## src/rtl/pixel_stream_source.sv

```systemverilog
// Raster stream transmitter: pulls pixels over ready/valid and emits one frame of LINES lines,
// each ACTIVE_W active pixels followed by BLANK_W blanking beats, on the window's din/blanking/valid.
module pixel_stream_source #(
  parameter int DATA_W   = 8,
  parameter int ACTIVE_W = 398,
  parameter int BLANK_W  = 2,
  parameter int LINES    = 336,
  parameter int STALL_W  = 16
) (
  input  logic               clock,
  input  logic               reset,
  input  logic               start,
  input  logic [DATA_W-1:0]  pix_data,
  input  logic               pix_valid,
  output logic               pix_ready,
  output logic [DATA_W-1:0]  dout,
  output logic               blanking_out,
  output logic               validout,
  output logic               busy,
  output logic               frame_done,
  output logic [STALL_W-1:0] stall_count
);

  localparam int COL_W    = (ACTIVE_W > 1) ? $clog2(ACTIVE_W) : 1;
  localparam int LINE_W   = (LINES > 1) ? $clog2(LINES) : 1;
  localparam int BLANK_CW = (BLANK_W > 1) ? $clog2(BLANK_W) : 1;

  localparam logic [COL_W-1:0]    COL_LAST   = COL_W'(ACTIVE_W - 1);
  localparam logic [LINE_W-1:0]   LINE_LAST  = LINE_W'(LINES - 1);
  localparam logic [BLANK_CW-1:0] BLANK_LAST = BLANK_CW'(BLANK_W - 1);
  localparam logic [COL_W-1:0]    COL_ZERO   = {COL_W{1'b0}};
  localparam logic [LINE_W-1:0]   LINE_ZERO  = {LINE_W{1'b0}};
  localparam logic [BLANK_CW-1:0] BLANK_ZERO = {BLANK_CW{1'b0}};
  localparam logic [DATA_W-1:0]   DATA_ZERO  = {DATA_W{1'b0}};
  localparam logic [STALL_W-1:0]  STALL_ZERO = {STALL_W{1'b0}};
  localparam logic [STALL_W-1:0]  STALL_MAX  = {STALL_W{1'b1}};

  // S_DONE is the cycle in which the final blanking beat sits on the outputs.
  typedef enum logic [1:0] {
    S_IDLE   = 2'd0,
    S_ACTIVE = 2'd1,
    S_BLANK  = 2'd2,
    S_DONE   = 2'd3
  } state_t;

  state_t               r_state;
  state_t               w_state_nxt;
  logic [COL_W-1:0]     r_col;
  logic [LINE_W-1:0]    r_line;
  logic [BLANK_CW-1:0]  r_blank;
  logic [STALL_W-1:0]   r_stall_count;
  logic [DATA_W-1:0]    r_dout;
  logic                 r_validout;
  logic                 r_blanking;
  logic                 r_busy;
  logic                 r_frame_done;

  logic [COL_W-1:0]     w_col_nxt;
  logic [LINE_W-1:0]    w_line_nxt;
  logic [BLANK_CW-1:0]  w_blank_nxt;
  logic [STALL_W-1:0]   w_stall_nxt;
  logic [DATA_W-1:0]    w_dout_nxt;
  logic                 w_valid_nxt;
  logic                 w_blanking_nxt;
  logic                 w_busy_nxt;
  logic                 w_done_nxt;

  logic                 w_col_last;
  logic                 w_line_last;
  logic                 w_blank_last;

  assign w_col_last   = (r_col == COL_LAST);
  assign w_line_last  = (r_line == LINE_LAST);
  assign w_blank_last = (r_blank == BLANK_LAST);

  // State register.
  always_ff @(posedge clock or posedge reset) begin
    if (reset) begin
      r_state <= S_IDLE;
    end else begin
      r_state <= w_state_nxt;
    end
  end

  // Next-state decode; pix_valid only matters while pixels are being pulled.
  always_comb begin
    w_state_nxt = r_state;
    case (r_state)
      S_IDLE: begin
        if (start) begin
          w_state_nxt = S_ACTIVE;
        end else begin
          w_state_nxt = S_IDLE;
        end
      end
      S_ACTIVE: begin
        if (pix_valid && w_col_last) begin
          w_state_nxt = S_BLANK;
        end else begin
          w_state_nxt = S_ACTIVE;
        end
      end
      S_BLANK: begin
        if (!w_blank_last) begin
          w_state_nxt = S_BLANK;
        end else if (w_line_last) begin
          w_state_nxt = S_DONE;
        end else begin
          w_state_nxt = S_ACTIVE;
        end
      end
      S_DONE: begin
        w_state_nxt = S_IDLE;
      end
      default: begin
        w_state_nxt = S_IDLE;
      end
    endcase
  end

  // Output and counter update for the next cycle.
  always_comb begin
    w_col_nxt      = r_col;
    w_line_nxt     = r_line;
    w_blank_nxt    = r_blank;
    w_stall_nxt    = r_stall_count;
    w_dout_nxt     = r_dout;
    w_valid_nxt    = 1'b0;
    w_blanking_nxt = 1'b0;
    w_busy_nxt     = r_busy;
    w_done_nxt     = 1'b0;
    case (r_state)
      S_IDLE: begin
        w_dout_nxt = DATA_ZERO;
        if (start) begin
          w_col_nxt   = COL_ZERO;
          w_line_nxt  = LINE_ZERO;
          w_blank_nxt = BLANK_ZERO;
          w_stall_nxt = STALL_ZERO;
          w_busy_nxt  = 1'b1;
        end else begin
          w_busy_nxt  = 1'b0;
        end
      end
      S_ACTIVE: begin
        if (pix_valid) begin
          w_dout_nxt  = pix_data;
          w_valid_nxt = 1'b1;
          if (w_col_last) begin
            w_col_nxt   = COL_ZERO;
            w_blank_nxt = BLANK_ZERO;
          end else begin
            w_col_nxt   = r_col + COL_W'(1);
          end
        end else if (r_stall_count != STALL_MAX) begin
          w_stall_nxt = r_stall_count + STALL_W'(1);
        end else begin
          w_stall_nxt = r_stall_count;
        end
      end
      S_BLANK: begin
        w_dout_nxt     = DATA_ZERO;
        w_valid_nxt    = 1'b1;
        w_blanking_nxt = 1'b1;
        if (w_blank_last) begin
          w_blank_nxt = BLANK_ZERO;
          if (w_line_last) begin
            w_line_nxt = LINE_ZERO;
          end else begin
            w_line_nxt = r_line + LINE_W'(1);
          end
        end else begin
          w_blank_nxt = r_blank + BLANK_CW'(1);
        end
      end
      S_DONE: begin
        w_dout_nxt = DATA_ZERO;
        w_busy_nxt = 1'b0;
        w_done_nxt = 1'b1;
      end
      default: begin
        w_dout_nxt = DATA_ZERO;
        w_busy_nxt = 1'b0;
      end
    endcase
  end

  // Datapath and output registers.
  always_ff @(posedge clock or posedge reset) begin
    if (reset) begin
      r_col         <= COL_ZERO;
      r_line        <= LINE_ZERO;
      r_blank       <= BLANK_ZERO;
      r_stall_count <= STALL_ZERO;
      r_dout        <= DATA_ZERO;
      r_validout    <= 1'b0;
      r_blanking    <= 1'b0;
      r_busy        <= 1'b0;
      r_frame_done  <= 1'b0;
    end else begin
      r_col         <= w_col_nxt;
      r_line        <= w_line_nxt;
      r_blank       <= w_blank_nxt;
      r_stall_count <= w_stall_nxt;
      r_dout        <= w_dout_nxt;
      r_validout    <= w_valid_nxt;
      r_blanking    <= w_blanking_nxt;
      r_busy        <= w_busy_nxt;
      r_frame_done  <= w_done_nxt;
    end
  end

  assign pix_ready    = (r_state == S_ACTIVE);
  assign dout         = r_dout;
  assign validout     = r_validout;
  assign blanking_out = r_blanking;
  assign busy         = r_busy;
  assign frame_done   = r_frame_done;
  assign stall_count  = r_stall_count;

endmodule

```

## config.mk

```make
export PLATFORM = sky130hd
export DESIGN_NAME = pixel_stream_source
export DESIGN_NICKNAME = d
export VERILOG_FILES = /design/src/rtl/pixel_stream_source.sv
export SDC_FILE = /design/constraint.sdc
export NUM_CORES = 1
export LEC_CHECK = 0
export CORE_ASPECT_RATIO = 1.75
export CORE_MARGIN = 2
export CORE_UTILIZATION = 30
export CTS_BUF_LIST = sky130_fd_sc_hd__clkbuf_4
export CTS_CLUSTER_DIAMETER = 150
export DETAILED_ROUTE_END_ITERATION = 7
export HOLD_SLACK_MARGIN = 0.08
export SYNTH_ARGS = -nofsm -noshare
export SYNTH_HDL_FRONTEND = slang
export SYNTH_SLANG_ARGS = --single-unit
```

## constraint.sdc

```tcl
create_clock -name clock -period 3.2 [get_ports clock]
set_clock_uncertainty 0.1 [all_clocks]
set_input_delay 0.32 -clock clock [delete_from_list [all_inputs] [get_ports clock]]
set_output_delay 0.32 -clock clock [all_outputs]
set_load 0.01 [all_outputs]
```

# == Word-level counts from Yosys, hierarchy flattened ==
# Cells that the tools add are included.
# totals
register_bits,49
latchBits,0
ramBits,0
mem_bits_ro,0
inputBits,12
output_inout_bits,29
elab_cells,66
n_memories,0
# op_classes
n_addsub,4
multipliers,0
n_div,0
order_cmp,0
eq_ne,12
shift,0
muxes,29
n_bitwise,0
n_reduce_logical,11
# op_table
cell,count
$mux W16,3
$mux W9,5
$pmux W9 S2,2
$pmux W16 S2,1
$add A9 B1 Y9 const B,2
$eq A9 B9 Y1 const B,2
$add A16 B1 Y16 const B,1
$ne A16 B16 Y1 const B,1
$pmux W8 S2,1
$mux W1,9
$mux W8,1
$ne A2 B2 Y1 const B,4
$pmux W2 S4,1
$reduce_and A4 Y1,2
$mux W2,3
$reduce_and A3 Y1,2
$reduce_bool A2 Y1,3
$eq A2 B2 Y1 const B,2
$ne A2 B1 Y1 const B,2
$pmux W1 S2,2
$pmux W1 S3,1
$reduce_bool A3 Y1,1
$reduce_or A3 Y1,1
$eq A2 B1 Y1 const B,1
other kinds (3),3

# == Logic depth before layout (Yosys ltp) ==
# Gate-level depths: netlist of run 1.
# depth
depth_word,4
mapped_depth,9

# == Least setup slack after synthesis of run 1 ==
# OpenSTA, ideal clock, no wires.
# synth_path
path_type,flip-flop to flip-flop
start,register r_stall_count[0] (netlist: stall_count[0])
end,register r_stall_count[1] (netlist: stall_count[1])
arrival_time_ps,2071
slack_ps,908
path_stages_with_launch,7
n_path_buf,1
path_cell_list,dfrtp_1 ha_1 nand3_2 or4_4 or3_1 buf_6 a32o_1
# synth_via
elab_chain_len,4
elab_cells_between_ends,7
# synth_rtl
element,line,rtl
from (decl),51,logic [STALL_W-1:0] r_stall_count;
from (signal assigned),204,r_stall_count <= w_stall_nxt;
$add A16 B1 Y16,156,w_stall_nxt = r_stall_count + STALL_W'(1);
$mux W16,155,end else if (r_stall_count != STALL_MAX) begin
$mux W16,146,if (pix_valid) begin
$pmux W16 S2,132,case (r_state)
# Several ways; a longest one is shown, not always the timed one. The select of a mux whose other input is x is not followed.
# A chain may end at the register's enable or synchronous reset.

# == Final worst setup path of run 1 ==
# layout_path
start,register r_state[1]
end,output port pix_ready
# layout_via
elab_chain_len,1
# layout_rtl
element,line,rtl
from (decl),46,state_t r_state;
from (signal assigned),81,r_state <= w_state_nxt;
$eq A2 B1 Y1,213,assign pix_ready = (r_state == S_ACTIVE);
to (decl),15,"output logic pix_ready,"
# No other way between the ends.

==> impl_metrics.json, run 1 <==
{
  "post-route-period-util_pct": 82.0,
  "hold_viol": 0,
  "worstSkewPairLatency_ns": 0.39,
  "hpwl_um": 4510,
  "endpoint": "pix_ready",
  "fmax_mhz": 381,
  "drc": 0,
  "dp.cells": 429,
  "via_per_inst": 4.99,
  "routed_wl_um": 6200,
  "r2r_start": "r_state[1]",
  "path_delay_family": "buffers and inverters",
  "cp.arrival_ns": 2.20,
  "track_usage_pct": 14.2,
  "crit_buf_inv": 2,
  "worstPathRequired_ns": 2.78,
  "root_buffer": "clkbuf_4",
  "power.total_mw": 2.32,
  "grt_max_degree": 50,
  "clkTransAtPathRegs_ns": 0.15,
  "ctsHoldBuffers": 0,
  "crit_chain": "inv_1 -> ha_1 -> clkdlybuf4s50_1",
  "postCtsResizedCells": 0,
  "layout_common_cells": "49 x dfrtp_1, 43 x nand2_1, 40 x clkdlybuf4s50_1",
  "rrSetupSlack_ns": 0.61,
  "worstSetupStartpoint": "r_state[1]",
  "fillers": 919,
  "synth_flop_cell": "dfrtp_1",
  "die_h_um": 128,
  "clock_sinks": 49,
  "netlist_area_sq_um": 2620,
  "postRouteAntennaNets": 0,
  "synth-async-reset-ratio_pct": 100,
  "synth_edf_count": 0,
  "worstHoldStart": "pix_data[3]",
  "postLayoutCoreUtil_pct": 37.4,
  "setup_tns_ns": 0,
  "drive_gt1_share_pct": 6.56,
  "die-width_um": 74.6,
  "num_rows": 45,
  "overflow": 0,
  "num_io_pins": 41,
  "critPathKind": "reg2out",
  "cap_viol_max_count": 0,
  "status": "finished, final reports clean",
  "postCtsSetupBuffers": 0,
  "pwr_density_cell_nw_per_um2": 726,
  "max_stage_delay_ns": 0.67,
  "grt_pass1_vias": 2175,
  "drt-initial-drc-count": 105,
  "layout_commonest_cell": "dfrtp_1",
  "core-area_sq_um": 8560,
  "htree_levels": 2,
  "critical_path_depth": 3,
  "reg2reg_depth": 7,
  "ys.warnings.count": 0,
  "wire_per_inst_um": 14.2,
  "crit_path_end_kind": "primary output",
  "grt_pass1_wl_um": 10500,
  "syn_nets": 301,
  "worstHoldPathType": "in2reg",
  "dieArea_sq_um": 9520,
  "finalCriticalPeriod_ns": 2.62,
  "antenna_found_initial": 1,
  "worstReg2RegEnd": "r_col[4]",
  "yosys_register_bits": 49,
  "max-slew-margin-rel_pct": 31.3,
  "dr_total_vias": 2187,
  "path_max_fanout": 16,
  "synth-seq-area-share_pct": 46.8,
  "fin_cells": 438,
  "io_buffers": 40,
  "clockBufferDepth": 2,
  "final_max_slew_viol_count": 0,
  "start_util_pct": 30.6,
  "p_leak_nw": 1.39,
  "rsz0062_at_grt": "no",
  "peakVddDrop_mv": 0.321,
  "cts_tree": "done",
  "firstDrtPassIters": 4,
  "syn_inst": 279,
  "worstMarginPinSlew_ns": 1.03,
  "setup_viol": 0,
  "numCtsBuffers": 5,
  "cp-start-kind": "flop",
  "crit_slowest_cell": "clkdlybuf4s50_1",
  "fin_nets": 341,
  "area_delta_synth_final_pct": 22.2,
  "synth.distinct_cells": 48,
  "syn_area_per_cell_sq_um": 9.39,
  "gp_congestion": 0.824
}
==> kinds of logic after synthesis <==
kind of cell | count (synthesis) | share of synthesized area [%]
simple gates | 144 | 28.0
flops | 49 | 46.8
compound gates | 39 | 10.8
buf+inv | 18 | 2.87
xor+xnor | 12 | 4.01
fa+ha+maj | 10 | 4.78
mux | 7 | 2.77
==> layout make-up <==
| type | instances | area, sq um | share of cell area (%) |
|---|---|---|---|
| Clock inverter | 3 | 17.5 | 0.547 |
| Multi-Input combinational cell | 212 | 1320 | 41.2 |
| Antenna cell | 1 | 2.50 | 0.0782 |
| Timing Repair Buffer | 43 | 423 | 13.2 |
| Sequential cell | 49 | 1230 | 38.3 |
| Tap cell | 117 | 146 | 4.57 |
| Clock buffer | 5 | 37.5 | 1.17 |
| Inverter | 8 | 30.0 | 0.938 |
==> layer usage <==
layer	wire, um	GRT usage [%]
met5	0	0
met4	138	5.67
met3	208	2.68
met2	3260	24.6
met1	2600	16.7
==> metrics by stage <==
step / cell area, sq um / setup slack, ns / hold WS (ns)
final: 3200 / 0.577 / 0.368
after global routing: 3200 / 0.308 / 0.372
after CTS: 3200 / 0.535 / 0.350
after detailed placement: 3140 / 0.589 / 0.355
after global placement: 3140 / 0.546 / 0.351
after floorplan: 2620 / 0.908 / 0.365
==> sequential cells by signal, indices dropped and copies added, names as in the netlist <==
signal,cells
r_line,9
blanking_out,1
frame_done,1
stall_count,16
busy,1
dout,8
validout,1
r_col,9
r_blank,1
r_state,2
==> worst min-delay path: stages <==
cell,delay (ns)
clkdlybuf4s50_1,0.40
nand3_1,0.08
nand2_1,0.05
==> power breakdown <==
part	switching (mW)	internal, mW	total (mW)
Sequential	0.183	0.776	0.960
Combinational	0.563	0.504	1.07
Clock	0.213	0.0837	0.297
Total	0.960	1.36	2.32
==> worst min-delay path by stage <==
stage | slack [ns] | cells after the start | end
6_report | 0.37 | 3 | dout[3]
5_1_grt | 0.37 | 3 | dout[2]
4_1_cts | 0.35 | 3 | dout[1]
3_5_place_dp | 0.36 | 2 | dout[7]
3_3_place_gp | 0.35 | 2 | dout[2]
2_1_floorplan | 0.36 | 2 | dout[0]
==> cell usage after synthesis, types with 4 or more instances <==
master / count / area, sq um
a21oi_1: 6 / 30.0
clkbuf_1: 8 / 30.0
dfrtp_1: 49 / 1230
ha_1: 10 / 125
inv_1: 8 / 30.0
mux2i_1: 5 / 50.1
nand2_1: 43 / 161
nand3_1: 20 / 100
nand4_1: 10 / 62.6
nor2_1: 27 / 101
nor2b_1: 6 / 37.5
nor3_1: 5 / 25.0
nor4_1: 5 / 31.3
o21ai_0: 11 / 55.1
o31ai_1: 4 / 30.0
or3_1: 5 / 31.3
xnor2_1: 5 / 43.8
xor2_1: 7 / 61.3
Power figures use the tool's default switching activity.
==> run 2: changes to the inputs <==
- clock period: 3.2 -> 2.5 ns (I/O delays scaled with it)
==> run 2 against run 1 <==
  * First-iteration DRC count rose by 64%
  * Via count rose by 1.7%
  * Design area rose by 2.5%
  * Die area did not move
  * Cell count rose by 2.3%
  * Clock power rose by 34%
  * Sequential share of layout area fell by 0.92 points
  * Routed wire length rose by 2.2%
  * Core utilization rose by 0.92 points
  * Worst setup slack got worse by 0.47 ns
  * Register-to-register slack got worse by 0.50 ns
  * Non-clock buffer count rose by 10
==> impl_metrics.json, run 2 (same netlist as run 1, synthesis figures left out) <==
{
  "peakVddDrop_mv": 0.343,
  "root_buffer": "clkbuf_4",
  "num_rows": 45,
  "overflow": 0,
  "cp-start-kind": "flop",
  "path_max_fanout": 7,
  "num_io_pins": 41,
  "grt_pass1_wl_um": 10700,
  "numCtsBuffers": 5,
  "cap_viol_max_count": 0,
  "drive_gt1_share_pct": 9.70,
  "die_h_um": 128,
  "gp_congestion": 0.791,
  "grt_pass1_vias": 2169,
  "whs_ns": 0.107,
  "htree_levels": 2,
  "rsz0062_at_grt": "no",
  "critPathKind": "reg2reg",
  "post-route-period-util_pct": 95.6,
  "drt-initial-drc-count": 172,
  "r2r_start": "stall_count[0]",
  "fin_ws_ns": 0.111,
  "start_util_pct": 30.6,
  "ctsHoldBuffers": 0,
  "worstSkewPairLatency_ns": 0.39,
  "track_usage_pct": 14.4,
  "drc": 0,
  "via_per_inst": 4.97,
  "antenna_found_initial": 1,
  "wire_per_inst_um": 14.1,
  "firstDrtPassIters": 5,
  "core-area_sq_um": 8560,
  "clock_sinks": 49,
  "grt_max_degree": 27,
  "fin_cells": 448,
  "crit_path_end_kind": "flop",
  "postRouteAntennaNets": 0,
  "rrSetupSlack_ns": 0.11,
  "setup_viol": 0,
  "dieArea_sq_um": 9520,
  "worstSetupStartpoint": "stall_count[0]",
  "final_max_slew_viol_count": 0,
  "largest_reg_flops": 16,
  "hold_viol": 0,
  "die-width_um": 74.6,
  "worstMarginPinSlew_ns": 0.545,
  "cp.arrival_ns": 2.58,
  "worstPathRequired_ns": 2.70,
  "layout_commonest_cell": "dfrtp_1",
  "dp.cells": 439,
  "design_area_sq_um": 3280,
  "post-place-ws_ns": 0.120,
  "fillers": 911,
  "max-slew-margin-rel_pct": 63.6,
  "clkTransAtPathRegs_ns": 0.16,
  "fin_nets": 351,
  "routed_wl_um": 6340,
  "io_buffers": 40,
  "reg2reg_depth": 5,
  "dr_total_vias": 2225,
  "p_leak_nw": 1.44,
  "postCtsSetupBuffers": 0,
  "placed_cell_area_sq_um": 3220,
  "layout_common_cells": "49 x dfrtp_1, 43 x nand2_1, 40 x clkdlybuf4s50_1",
  "finalCriticalPeriod_ns": 2.39,
  "status": "finished, final reports clean",
  "fmax_mhz": 419,
  "cts_tree": "done",
  "postCtsResizedCells": 0,
  "hpwl_um": 4770,
  "worstHoldPathType": "in2async",
  "setup_tns_ns": 0,
  "area_delta_synth_final_pct": 25.2,
  "clockBufferDepth": 2,
  "pwr_density_cell_nw_per_um2": 932
}
run 2: per-layer routing:
layer	track usage [%]	routed length, um
met1	16.8	2590
met2	25.7	3450
met3	2.21	168
met4	5.04	120
met5	0	0
run 2: final timing paths:
check | endpoint
max in group asynchronous | r_col[4]
max reg2reg | stall_count[1]
max | stall_count[1]
min reg2reg | dout[3]
min | frame_done
min in group clock | dout[3]
run 2: area by class of cell:
type,instances,area [sq um],area share [%]
Multi-Input combinational cell,212,1320,40.2
Sequential cell,49,1230,37.4
Timing Repair Buffer,53,498,15.2
Tap cell,117,146,4.46
Clock buffer,5,37.5,1.14
Inverter,8,30.0,0.916
Clock inverter,3,21.3,0.649
Antenna cell,1,2.50,0.0763
run 2: metrics by stage:
step	utilization, %	total power [mW]
6_report	38.3	3.06
3_5_place_dp	37.6	2.69
3_3_place_gp	37.6	2.67
5_1_grt	38.3	3.30
2_1_floorplan	-	2.01
4_1_cts	38.3	3.09
run 2: worst max-delay path, stage by stage, from the launching register on:
cell     delay (ns)
dfrtp_1        0.44
ha_1           0.24
nand3_2        0.11
or4_4          0.59
or3_1          0.52
a32o_1         0.29
run 2: where the power goes:
group | switching (mW) | internal (mW) | leakage [nW] | total (mW)
Clock | 0.285 | 0.112 | 0.0316 | 0.397
Combinational | 0.761 | 0.703 | 0.774 | 1.46
Sequential | 0.202 | 0.994 | 0.632 | 1.20
Total | 1.25 | 1.81 | 1.44 | 3.06
